File: src/rtl/sccb_responder_pkg.sv
// Shared types and constants for the SCCB responder: FSM state encoding, default device
// address and line idle level.
package sccb_responder_pkg;

   typedef enum logic [3:0] {
      StIdle,
      StId,
      StIdAck,
      StSub,
      StSubAck,
      StWr,
      StWrAck,
      StRd,
      StIgnore
   } state_t;

   localparam logic [6:0] DefaultDevId = 7'h21;
   localparam logic       SdaIdle      = 1'b1;
   localparam logic       SclIdle      = 1'b1;
   localparam logic [3:0] LastBit      = 4'd7;
   localparam logic [3:0] AckSlot      = 4'd8;

   function automatic logic id_match(input logic [7:0] id_byte, input logic [6:0] dev_id);
      return id_byte[7:1] == dev_id;
   endfunction

endpackage

File: src/rtl/sccb_responder_line_filter.sv
// Synchronizer plus glitch filter for one SCCB line; emits the accepted level and
// single-cycle rise/fall pulses aligned with the level change.
module sccb_responder_line_filter #(
   parameter int unsigned SYNC_STAGES = 2,
   parameter int unsigned FILTER_LEN  = 3,
   parameter logic        IDLE_LEVEL  = 1'b1
) (
   input  logic clk,
   input  logic reset_b,
   input  logic pad_i,
   output logic level_o,
   output logic rise_o,
   output logic fall_o
);

   logic [SYNC_STAGES-1:0] sync_q, sync_d;
   logic [FILTER_LEN-2:0]  hist_q, hist_d;
   logic [FILTER_LEN-1:0]  window;
   logic                   level_q, level_d;
   logic                   rise_q, rise_d;
   logic                   fall_q, fall_d;

   // The synchronizer output is the newest window sample, so total lag is
   // SYNC_STAGES + FILTER_LEN cycles.
   assign window = {hist_q, sync_q[SYNC_STAGES-1]};

   always_comb begin
      sync_d  = {sync_q[SYNC_STAGES-2:0], pad_i};
      hist_d  = window[FILTER_LEN-2:0];
      level_d = level_q;
      if (&window) begin
         level_d = 1'b1;
      end else if (~|window) begin
         level_d = 1'b0;
      end
      rise_d = level_d & ~level_q;
      fall_d = ~level_d & level_q;
   end

   always_ff @(posedge clk or negedge reset_b) begin
      if (!reset_b) begin
         sync_q  <= {SYNC_STAGES{IDLE_LEVEL}};
         hist_q  <= {(FILTER_LEN - 1){IDLE_LEVEL}};
         level_q <= IDLE_LEVEL;
         rise_q  <= 1'b0;
         fall_q  <= 1'b0;
      end else begin
         sync_q  <= sync_d;
         hist_q  <= hist_d;
         level_q <= level_d;
         rise_q  <= rise_d;
         fall_q  <= fall_d;
      end
   end

   assign level_o = level_q;
   assign rise_o  = rise_q;
   assign fall_o  = fall_q;

endmodule

File: src/rtl/sccb_responder.sv
// Camera-side SCCB responder: decodes START/STOP, device ID, sub-address and data bytes
// from filtered lines and drives open-drain ACK/read data toward the register bank.
module sccb_responder
   import sccb_responder_pkg::*;
#(
   parameter logic [6:0]  DEV_ID      = DefaultDevId,
   parameter int unsigned SYNC_STAGES = 2,
   parameter int unsigned FILTER_LEN  = 3
) (
   input  logic       clk,
   input  logic       reset_b,
   input  logic       sio_c,
   input  logic       sio_d_in,
   output logic       sio_d_oe,
   output logic [7:0] reg_addr,
   output logic [7:0] reg_wdata,
   output logic       reg_we,
   output logic       reg_re,
   input  logic [7:0] reg_rdata,
   output logic       busy
);

   logic scl, scl_rise, scl_fall;
   logic sda, sda_rise, sda_fall;

   sccb_responder_line_filter #(
      .SYNC_STAGES(SYNC_STAGES),
      .FILTER_LEN (FILTER_LEN),
      .IDLE_LEVEL (SclIdle)
   ) u_scl_filter (
      .clk    (clk),
      .reset_b(reset_b),
      .pad_i  (sio_c),
      .level_o(scl),
      .rise_o (scl_rise),
      .fall_o (scl_fall)
   );

   sccb_responder_line_filter #(
      .SYNC_STAGES(SYNC_STAGES),
      .FILTER_LEN (FILTER_LEN),
      .IDLE_LEVEL (SdaIdle)
   ) u_sda_filter (
      .clk    (clk),
      .reset_b(reset_b),
      .pad_i  (sio_d_in),
      .level_o(sda),
      .rise_o (sda_rise),
      .fall_o (sda_fall)
   );

   state_t     state_q, state_d;
   logic [3:0] cnt_q, cnt_d;
   logic [7:0] shift_q, shift_d;
   logic [7:0] addr_q, addr_d;
   logic [7:0] wdata_q, wdata_d;
   logic       we_q, we_d;
   logic       oe_q, oe_d;
   logic       busy_q, busy_d;
   logic [7:0] bit_in;
   logic       start_cond, stop_cond;

   assign bit_in     = {shift_q[6:0], sda};
   assign start_cond = sda_fall & scl;
   assign stop_cond  = sda_rise & scl;

   always_comb begin
      state_d = state_q;
      cnt_d   = cnt_q;
      shift_d = shift_q;
      addr_d  = addr_q;
      wdata_d = wdata_q;
      we_d    = 1'b0;
      oe_d    = oe_q;
      busy_d  = busy_q;
      reg_re  = 1'b0;
      if (start_cond) begin
         state_d = StId;
         cnt_d   = 4'd0;
         oe_d    = 1'b0;
         busy_d  = 1'b1;
      end else if (stop_cond) begin
         state_d = StIdle;
         cnt_d   = 4'd0;
         oe_d    = 1'b0;
         busy_d  = 1'b0;
      end else begin
         unique case (state_q)
            StIdle: ;
            StId, StSub, StWr: begin
               if (scl_rise) begin
                  shift_d = bit_in;
                  cnt_d   = cnt_q + 4'd1;
                  if (cnt_q == LastBit) begin
                     if (state_q == StId) begin
                        state_d = id_match(bit_in, DEV_ID) ? StIdAck : StIgnore;
                     end else if (state_q == StSub) begin
                        addr_d  = bit_in;
                        state_d = StSubAck;
                     end else begin
                        wdata_d = bit_in;
                        we_d    = 1'b1;
                        state_d = StWrAck;
                     end
                  end
               end
            end
            // First scl fall (end of bit 8) asserts ACK; the next one (end of the 9th clock)
            // releases it and moves on.
            StIdAck, StSubAck, StWrAck: begin
               if (scl_fall) begin
                  if (!oe_q) begin
                     oe_d = 1'b1;
                  end else begin
                     oe_d  = 1'b0;
                     cnt_d = 4'd0;
                     if (state_q == StWrAck) begin
                        addr_d  = addr_q + 8'd1;
                        state_d = StWr;
                     end else if (state_q == StSubAck) begin
                        state_d = StWr;
                     end else if (!shift_q[0]) begin
                        state_d = StSub;
                     end else begin
                        reg_re  = 1'b1;
                        shift_d = reg_rdata;
                        oe_d    = ~reg_rdata[7];
                        state_d = StRd;
                     end
                  end
               end
            end
            // cnt==0 on a fall only happens right after a master ACK: reload the next byte.
            StRd: begin
               if (scl_rise) begin
                  if (cnt_q == AckSlot) begin
                     if (!sda) begin
                        addr_d = addr_q + 8'd1;
                        cnt_d  = 4'd0;
                     end else begin
                        state_d = StIgnore;
                     end
                  end else begin
                     cnt_d = cnt_q + 4'd1;
                  end
               end else if (scl_fall) begin
                  if (cnt_q == 4'd0) begin
                     reg_re  = 1'b1;
                     shift_d = reg_rdata;
                     oe_d    = ~reg_rdata[7];
                  end else if (cnt_q == AckSlot) begin
                     oe_d = 1'b0;
                  end else begin
                     shift_d = {shift_q[6:0], 1'b0};
                     oe_d    = ~shift_q[6];
                  end
               end
            end
            StIgnore: oe_d = 1'b0;
            default: begin
               state_d = StIdle;
               oe_d    = 1'b0;
            end
         endcase
      end
   end

   always_ff @(posedge clk or negedge reset_b) begin
      if (!reset_b) begin
         state_q <= StIdle;
         cnt_q   <= 4'd0;
         shift_q <= 8'h00;
         addr_q  <= 8'h00;
         wdata_q <= 8'h00;
         we_q    <= 1'b0;
         oe_q    <= 1'b0;
         busy_q  <= 1'b0;
      end else begin
         state_q <= state_d;
         cnt_q   <= cnt_d;
         shift_q <= shift_d;
         addr_q  <= addr_d;
         wdata_q <= wdata_d;
         we_q    <= we_d;
         oe_q    <= oe_d;
         busy_q  <= busy_d;
      end
   end

   assign sio_d_oe  = oe_q;
   assign reg_addr  = addr_q;
   assign reg_wdata = wdata_q;
   assign reg_we    = we_q;
   assign busy      = busy_q;

endmodule

File: config.mk
export PLATFORM = sky130hd
export DESIGN_NAME = sccb_responder
export DESIGN_NICKNAME = d
export VERILOG_FILES = /design/src/rtl/sccb_responder_pkg.sv /design/src/rtl/sccb_responder_line_filter.sv /design/src/rtl/sccb_responder.sv
export SDC_FILE = /design/constraint.sdc
export NUM_CORES = 1
export LEC_CHECK = 0
export ABC_CLOCK_PERIOD_IN_PS = 2700
export CORE_MARGIN = 3
export CORE_UTILIZATION = 55
export CTS_CLUSTER_DIAMETER = 80
export DETAILED_ROUTE_END_ITERATION = 10
export GPL_TIMING_DRIVEN = 0
export PLACE_DENSITY_LB_ADDON = 0.15
export SYNTH_ARGS = -nofsm -noshare
export SYNTH_HDL_FRONTEND = slang
export SYNTH_SLANG_ARGS = --single-unit
File: constraint.sdc
create_clock -name clk -period 2.7 [get_ports clk]
set_input_delay 0.27 -clock clk [delete_from_list [all_inputs] [get_ports clk]]
set_output_delay 0.27 -clock clk [all_outputs]
set_load 0.01 [all_outputs]
# --- Yosys cells after proc, flatten, opt, wreduce, memory -nomap -nowiden ---
# Cells that the tools add are included.
# W data, S select, Z words.
word_totals:
  output_inout_bits: 20
  word_cells: 179
  ff_bits: 48
op_classes:
  bitwise_logic: 16
  mux: 83
  n_addsub: 2
  n_eq_ne: 39
  reduce_logical: 20
op_table:
  columns: ["cell", "n"]
  rows:
  - ["$mux W8", 10]
  - ["$mux W4", 19]
  - ["$mux W7", 10]
  - ["$mux W1", 34]
  - ["$pmux W8 S3", 1]
  - ["$ne A2 B2 Y1 const B", 11]
  - ["$pmux W7 S3", 1]
  - ["$eq A4 B3 Y1 const B", 5]
  - ["$ne A4 B3 Y1 const B", 5]
  - ["$ne A4 B4 Y1 const B", 4]
  - ["$pmux W4 S4", 1]
  - ["$reduce_and A13 Y1", 1]
  - ["$pmux W4 S3", 1]
  - ["$reduce_and A12 Y1", 1]
  - ["$reduce_or A3 Y1", 4]
  - ["$reduce_and A11 Y1", 1]
  - ["$not A1 Y1", 10]
  - ["$mux W3", 3]
  - ["$add A8 B1 Y8 const B", 1]
  - ["$eq A4 B2 Y1 const B", 2]
  - ["$eq A4 B4 Y1 const B", 2]
  - ["$logic_not A4 Y1", 2]
  - ["$ne A2 B1 Y1 const B", 4]
  - ["$reduce_and A8 Y1", 1]
  - ["19 further kinds", 26]

# --- Logic depth before layout (Yosys ltp) ---
logic_depth:
  word_depth: 9
  depth_mapped: 8
  depth_no_buf: 7

# --- By module ---
# From an unflattened synthesis, not the netlist that was laid out.
hier_totals:
  cells_unflattened: 255
  area_unflattened_um2: 2591.2
by_module_without_submodules:
  columns: ["mod", "seq_area_each_um2", "area_each_um2", "instances", "cells_each"]
  rows:
  - ["sccb_responder", 850.8, 2133.3, 1, 227]
  - ["sccb_responder_line_filter", 181.4, 229.0, 2, 14]

# --- Worst setup path after synthesis ---
# Ideal clock, no wire load.
synth_timing:
  path_type: "register to register"
  startpoint: "register state_q[2]"
  endpoint: "register shift_q[2]"
  synth_period_minus_slack_ns: 2.145
  t_required_ns: 2.575
  arrival_time_ns: 2.020
  path_stages_with_launch: 9
  slack_ns: 0.555
  setup_time_ns: 0.125
  path_buffers: 3
  cell_sequence: "dfrtp_1 > buf_2 > nand2_2 > a221o_1 > nand2b_4 > buf_6 > or3_1 > buf_4 > mux2_4"
synth_via:
  elab_chain_len: 4
synth_lines:
  columns: ["item", "line", "source"]
  rows:
  - ["start, declared", "sccb_responder.sv:52", "state_t state_q, state_d;"]
  - ["start signal, assigned", "sccb_responder.sv:170", "state_q <= StIdle;"]
  - ["start signal, assigned", "sccb_responder.sv:179", "state_q <= state_d;"]
  - ["$eq A4 B1 Y1 (tied with other cells)", "sccb_responder.sv:88", "unique case (state_q)"]
  - ["$reduce_or A3 Y1", "sccb_responder.sv:88", null]
  - ["$ne A2 B1 Y1 (no source line) (tied with other cells)", null, null]
  - ["$reduce_and A12 Y1 (no source line)", null, null]
  - ["end signal, assigned", "sccb_responder.sv:181", "shift_q <= shift_d;"]
  - ["end, declared", "sccb_responder.sv:54", "logic [7:0] shift_q, shift_d;"]
# Parallel ways exist; a longest one is shown, timed or not.
# A chain may end at the register's enable or synchronous reset.

# --- Worst setup path after layout ---
layout_timing:
  startpoint: "register state_q[3]"
  endpoint: "output port reg_re"
layout_via:
  elab_chain_len: 8
layout_lines:
  columns: ["item", "line", "source"]
  rows:
  - ["$eq A4 B3 Y1", "sccb_responder.sv:88, sccb_responder.sv:120", null]
  - ["$mux W1", "sccb_responder.sv:120", "end else if (state_q == StSubAck) begin"]
  - ["$mux W1", "sccb_responder.sv:117", "if (state_q == StWrAck) begin"]
  - ["$mux W1", "sccb_responder.sv:112", "if (!oe_q) begin"]
  - ["$mux W1", "sccb_responder.sv:111", "if (scl_fall) begin"]
  - ["$pmux W1 S2 (*)", "sccb_responder.sv:88", null]
  - ["$mux W1 (*)", "sccb_responder.sv:82", "end else if (stop_cond) begin"]
  - ["$mux W1 (*)", "sccb_responder.sv:77", "if (start_cond) begin"]
  - ["end, declared", "sccb_responder.sv:18", "output logic reg_re,"]
# Mark *: on every way between the ends. The rest lies on a longest branch, timed or not.

==> results.sh <==
export IMPL_outcome="finished, final reports clean"
export IMPL_die_h_um=74.3
export IMPL_antenna_found_initial=0
export IMPL_setup_viol=0
export IMPL_ys_ff_latch=48
export IMPL_synth_top_area_share_pct=37.1
export IMPL_worst_pin_slew_ns=0.786
export IMPL_tns_ns=0
export IMPL_clock_sinks=48
export IMPL_multi_input_area_mm2=0.00126
export IMPL_seqCellArea_mm2=0.00121
export IMPL_grt_pass1_wl_mm=9.78
export IMPL_critPathMaxFanout=10
export IMPL_worst_setup_path_start_kind="flip-flop"
export IMPL_antenna_left=0
export IMPL_leakagePower_nw=1.30
export IMPL_io_pins=32
export IMPL_required_ns=2.43
export IMPL_area_growth_pct=19.9
export IMPL_clk_latency_ns=0.31
export IMPL_synth_net_count=267
export IMPL_seqPwrFrac_pct=41.6
export IMPL_slew_violations=0
export IMPL_p_clk_share_pct=16.0
export IMPL_placed_cell_area_mm2=0.00295
export IMPL_max_freq_ghz=0.403
export IMPL_viasPerCell=6.25
export IMPL_clk_pin_slew_worst_paths_ns=0.09
export IMPL_cts_tree="built"
export IMPL_p_comb_share_pct=42.4
export IMPL_rsz0062_at_grt="no"
export IMPL_power_switching_mw=0.993
export IMPL_portBuffers=31
export IMPL_numCtsBuffers=5
export IMPL_synth_flop_cell="dfrtp_1"
export IMPL_synthArstFlopShare_pct=100
export IMPL_die_area_mm2=0.00551
export IMPL_track_usage_pct=23.0
export IMPL_drt_pass1_iter_count=4
export IMPL_stdcell_area_mm2=0.00307
export IMPL_cts_buffer_depth=2
export IMPL_drtIter0Drc=146
export IMPL_ys_seq_area_share_pct=47.4
export IMPL_synth_distinct_cells=58
export IMPL_fin_crit_ns=2.48
export IMPL_grt_max_degree=29
export IMPL_cp_arrival_ns=2.21
export IMPL_nets=308
export IMPL_netlist_top_cell_by_area="dfrtp_1"
export IMPL_power_density_mw_per_mm2=867
export IMPL_fin_crit_sh_pct=91.8
export IMPL_drc_errors=0
export IMPL_drive_gt1_share_pct=16.7
export IMPL_p_int_mw=1.67
export IMPL_hpwl_mm=4.15
export IMPL_syn_inst=252
export IMPL_row_count=24
export IMPL_maxCapViolCount=0
export IMPL_wl_per_cell_um=17.1
export IMPL_ir_drop_mv=0.517
export IMPL_yosys_warnings=0
export IMPL_hold_viol_final=0
export IMPL_n_antenna_cell=0
export IMPL_syn_area_per_cell_um2=10.2
export IMPL_core_area_mm2=0.00441
export IMPL_nFillCells=339
export IMPL_synthTopCellsByArea="dfrtp_1 37%, dfstp_2 10%, mux2_2 3.5%"
export IMPL_synth_edf_count=0
export IMPL_vias=2162
export IMPL_htreeDepth=2
export IMPL_grt_pass1_vias=2005
export IMPL_swShare_pct=37.3
export IMPL_path_class="reg -> out"
export IMPL_end_kind="output port"
export IMPL_place_gp_congestion=0.948
export IMPL_finClkSkew_ns=0.0181
export IMPL_syn_cell_area_mm2=0.00256
export IMPL_timing_slew_headroom_pct=47.2
export IMPL_die_w_um=74.3
export IMPL_hold_class="reg -> reg"
export IMPL_initial_utilization_pct=58.0
export IMPL_root_buffer="clkbuf_8"
export IMPL_routed_wl_mm=5.93
export IMPL_final_util_pct=69.6
export IMPL_grt_overflow=0
==> registers in the layout, summed over array words and instances, names as in the netlist <==
register	cells
busy	1
cnt_q	4
reg_addr	8
reg_wdata	8
reg_we	1
shift_q	7
sio_d_oe	1
state_q	4
u_scl_filter.fall_o	1
u_scl_filter.hist_q	2
u_scl_filter.level_o	1
u_scl_filter.rise_o	1
u_scl_filter.sync_q	2
u_sda_filter.fall_o	1
u_sda_filter.hist_q	2
u_sda_filter.level_o	1
u_sda_filter.rise_o	1
u_sda_filter.sync_q	2
==> per-layer routing <==
layer / track usage [%] / part of all wire [%]
met5: 0 / 0
met4: 7.11 / 1.0
met3: 5.00 / 6.1
met2: 36.1 / 47
met1: 32.2 / 46
==> final timing paths <==
check	from	endpoint	slack, ns	cells past startpoint
worst max register to register	state_q[2]	shift_q[6]	0.29	8
worst min register to register	u_scl_filter.sync_q[0]	u_scl_filter.sync_q[1]	0.36	0
worst max-delay path	state_q[3]	reg_re	0.22	6
max in group asynchronous	reset_b	u_sda_filter.sync_q[0]	1.63	3
worst min-delay path	u_scl_filter.sync_q[0]	u_scl_filter.sync_q[1]	0.36	0
min in group asynchronous	reset_b	reg_addr[1]	0.45	2
==> placed cells by master (no fill, tap or decap), drive strengths merged, types with 4 or more instances in the layout <==
cell type and instances:
dfrtp 38, clkdlybuf4s50 29, nand2 21, o21ai 20
mux2 13, a21oi 12, clkbuf 12, inv 11
nor3 11, nor2 11, dfstp 10, nand2b 9
buf 8, nand3 7, o211ai 6, a2bb2oi 6
a22o 5, or4 4, a31oi 4, mux2i 4
==> worst max-delay path: stages (launching register included) <==
cell and delay [ns]:
dfrtp_1 0.35, clkbuf_1 0.30, clkbuf_1 0.45, a21oi_4 0.09, clkbuf_4 0.21, and4_1 0.22, dlygate4sd2_1 0.28
==> area by class of cell <==
cell class	instances	share of cell area (%)
Timing Repair Buffer	34	11.1
Clock inverter	2	0.407
Tap cell	52	2.12
Clock buffer	6	2.36
Buffer	11	2.00
Multi-Input combinational cell	182	41.1
Inverter	11	1.34
Sequential cell	48	39.5
==> logic make-up (layout without fill, tap and decap cells) <==
kind of cell	after synthesis	count (layout)	share of synthesized area, %
multiplexers	17	17	8.01
adder cells (fa/ha/maj)	3	3	1.46
AO/OA/AOI/OAI	75	75	20.0
AND/OR/NAND/NOR	87	87	19.4
flip-flops	48	48	47.4
buffers and inverters	22	64	3.76
==> stage by stage <==
step / worst slack, ns / instances / power [mW] / hold WS [ns]
final: 0.221 / 346 / 2.66 / 0.359
after floorplan: 0.555 / 252 / 1.84 / -0.0256
after global routing: 0.110 / 346 / 2.84 / 0.362
after CTS: 0.250 / 346 / 2.66 / 0.361
after global placement: 0.0177 / 335 / 2.18 / 0.347
after detailed placement: 0.00896 / 336 / 2.21 / 0.270
==> power groups by stage <==
stage                     Combinational, mW  Clock [mW]  Sequential (mW)
final                                  1.13       0.426             1.11
after floorplan                       0.755           0             1.09
after global placement                 1.07           0             1.11
after detailed placement               1.09           0             1.12
after global routing                   1.24       0.461             1.14
after CTS                              1.13       0.433             1.10
==> cells in the mapped netlist, types with 2 or more instances <==
| cell | count |
|---|---|
| inv_1 | 11 |
| mux2_2 | 8 |
| o31a_1 | 2 |
| and3_1 | 2 |
| mux2i_1 | 4 |
| clkbuf_1 | 6 |
| or3_1 | 3 |
| nand2b_1 | 8 |
| o21ai_0 | 17 |
| mux2_4 | 5 |
| ha_1 | 3 |
| o22a_1 | 2 |
| nand2_1 | 20 |
| a2bb2oi_1 | 6 |
| nor4b_1 | 3 |
| o21ai_1 | 3 |
| nor2_1 | 10 |
| nand3b_1 | 3 |
| a21o_1 | 2 |
| o211ai_1 | 6 |
| or4_1 | 4 |
| a31oi_1 | 4 |
| a21oi_1 | 12 |
| buf_2 | 2 |
| dfrtp_1 | 38 |
| o22ai_1 | 3 |
| a22o_1 | 5 |
| and4_1 | 3 |
| dfstp_2 | 10 |
| nand3_1 | 7 |
| o32ai_1 | 2 |
| nor3_1 | 11 |
| nor2b_1 | 2 |
==> repair_timing <==
action	CTS	global route
endpoints found under the hold margin	20	0
setup buffers	1	0
endpoints found under the setup margin	1	0
hold buffers	1	0
resized for setup	7	0
No activity file was read; power rests on OpenSTA's default activity.
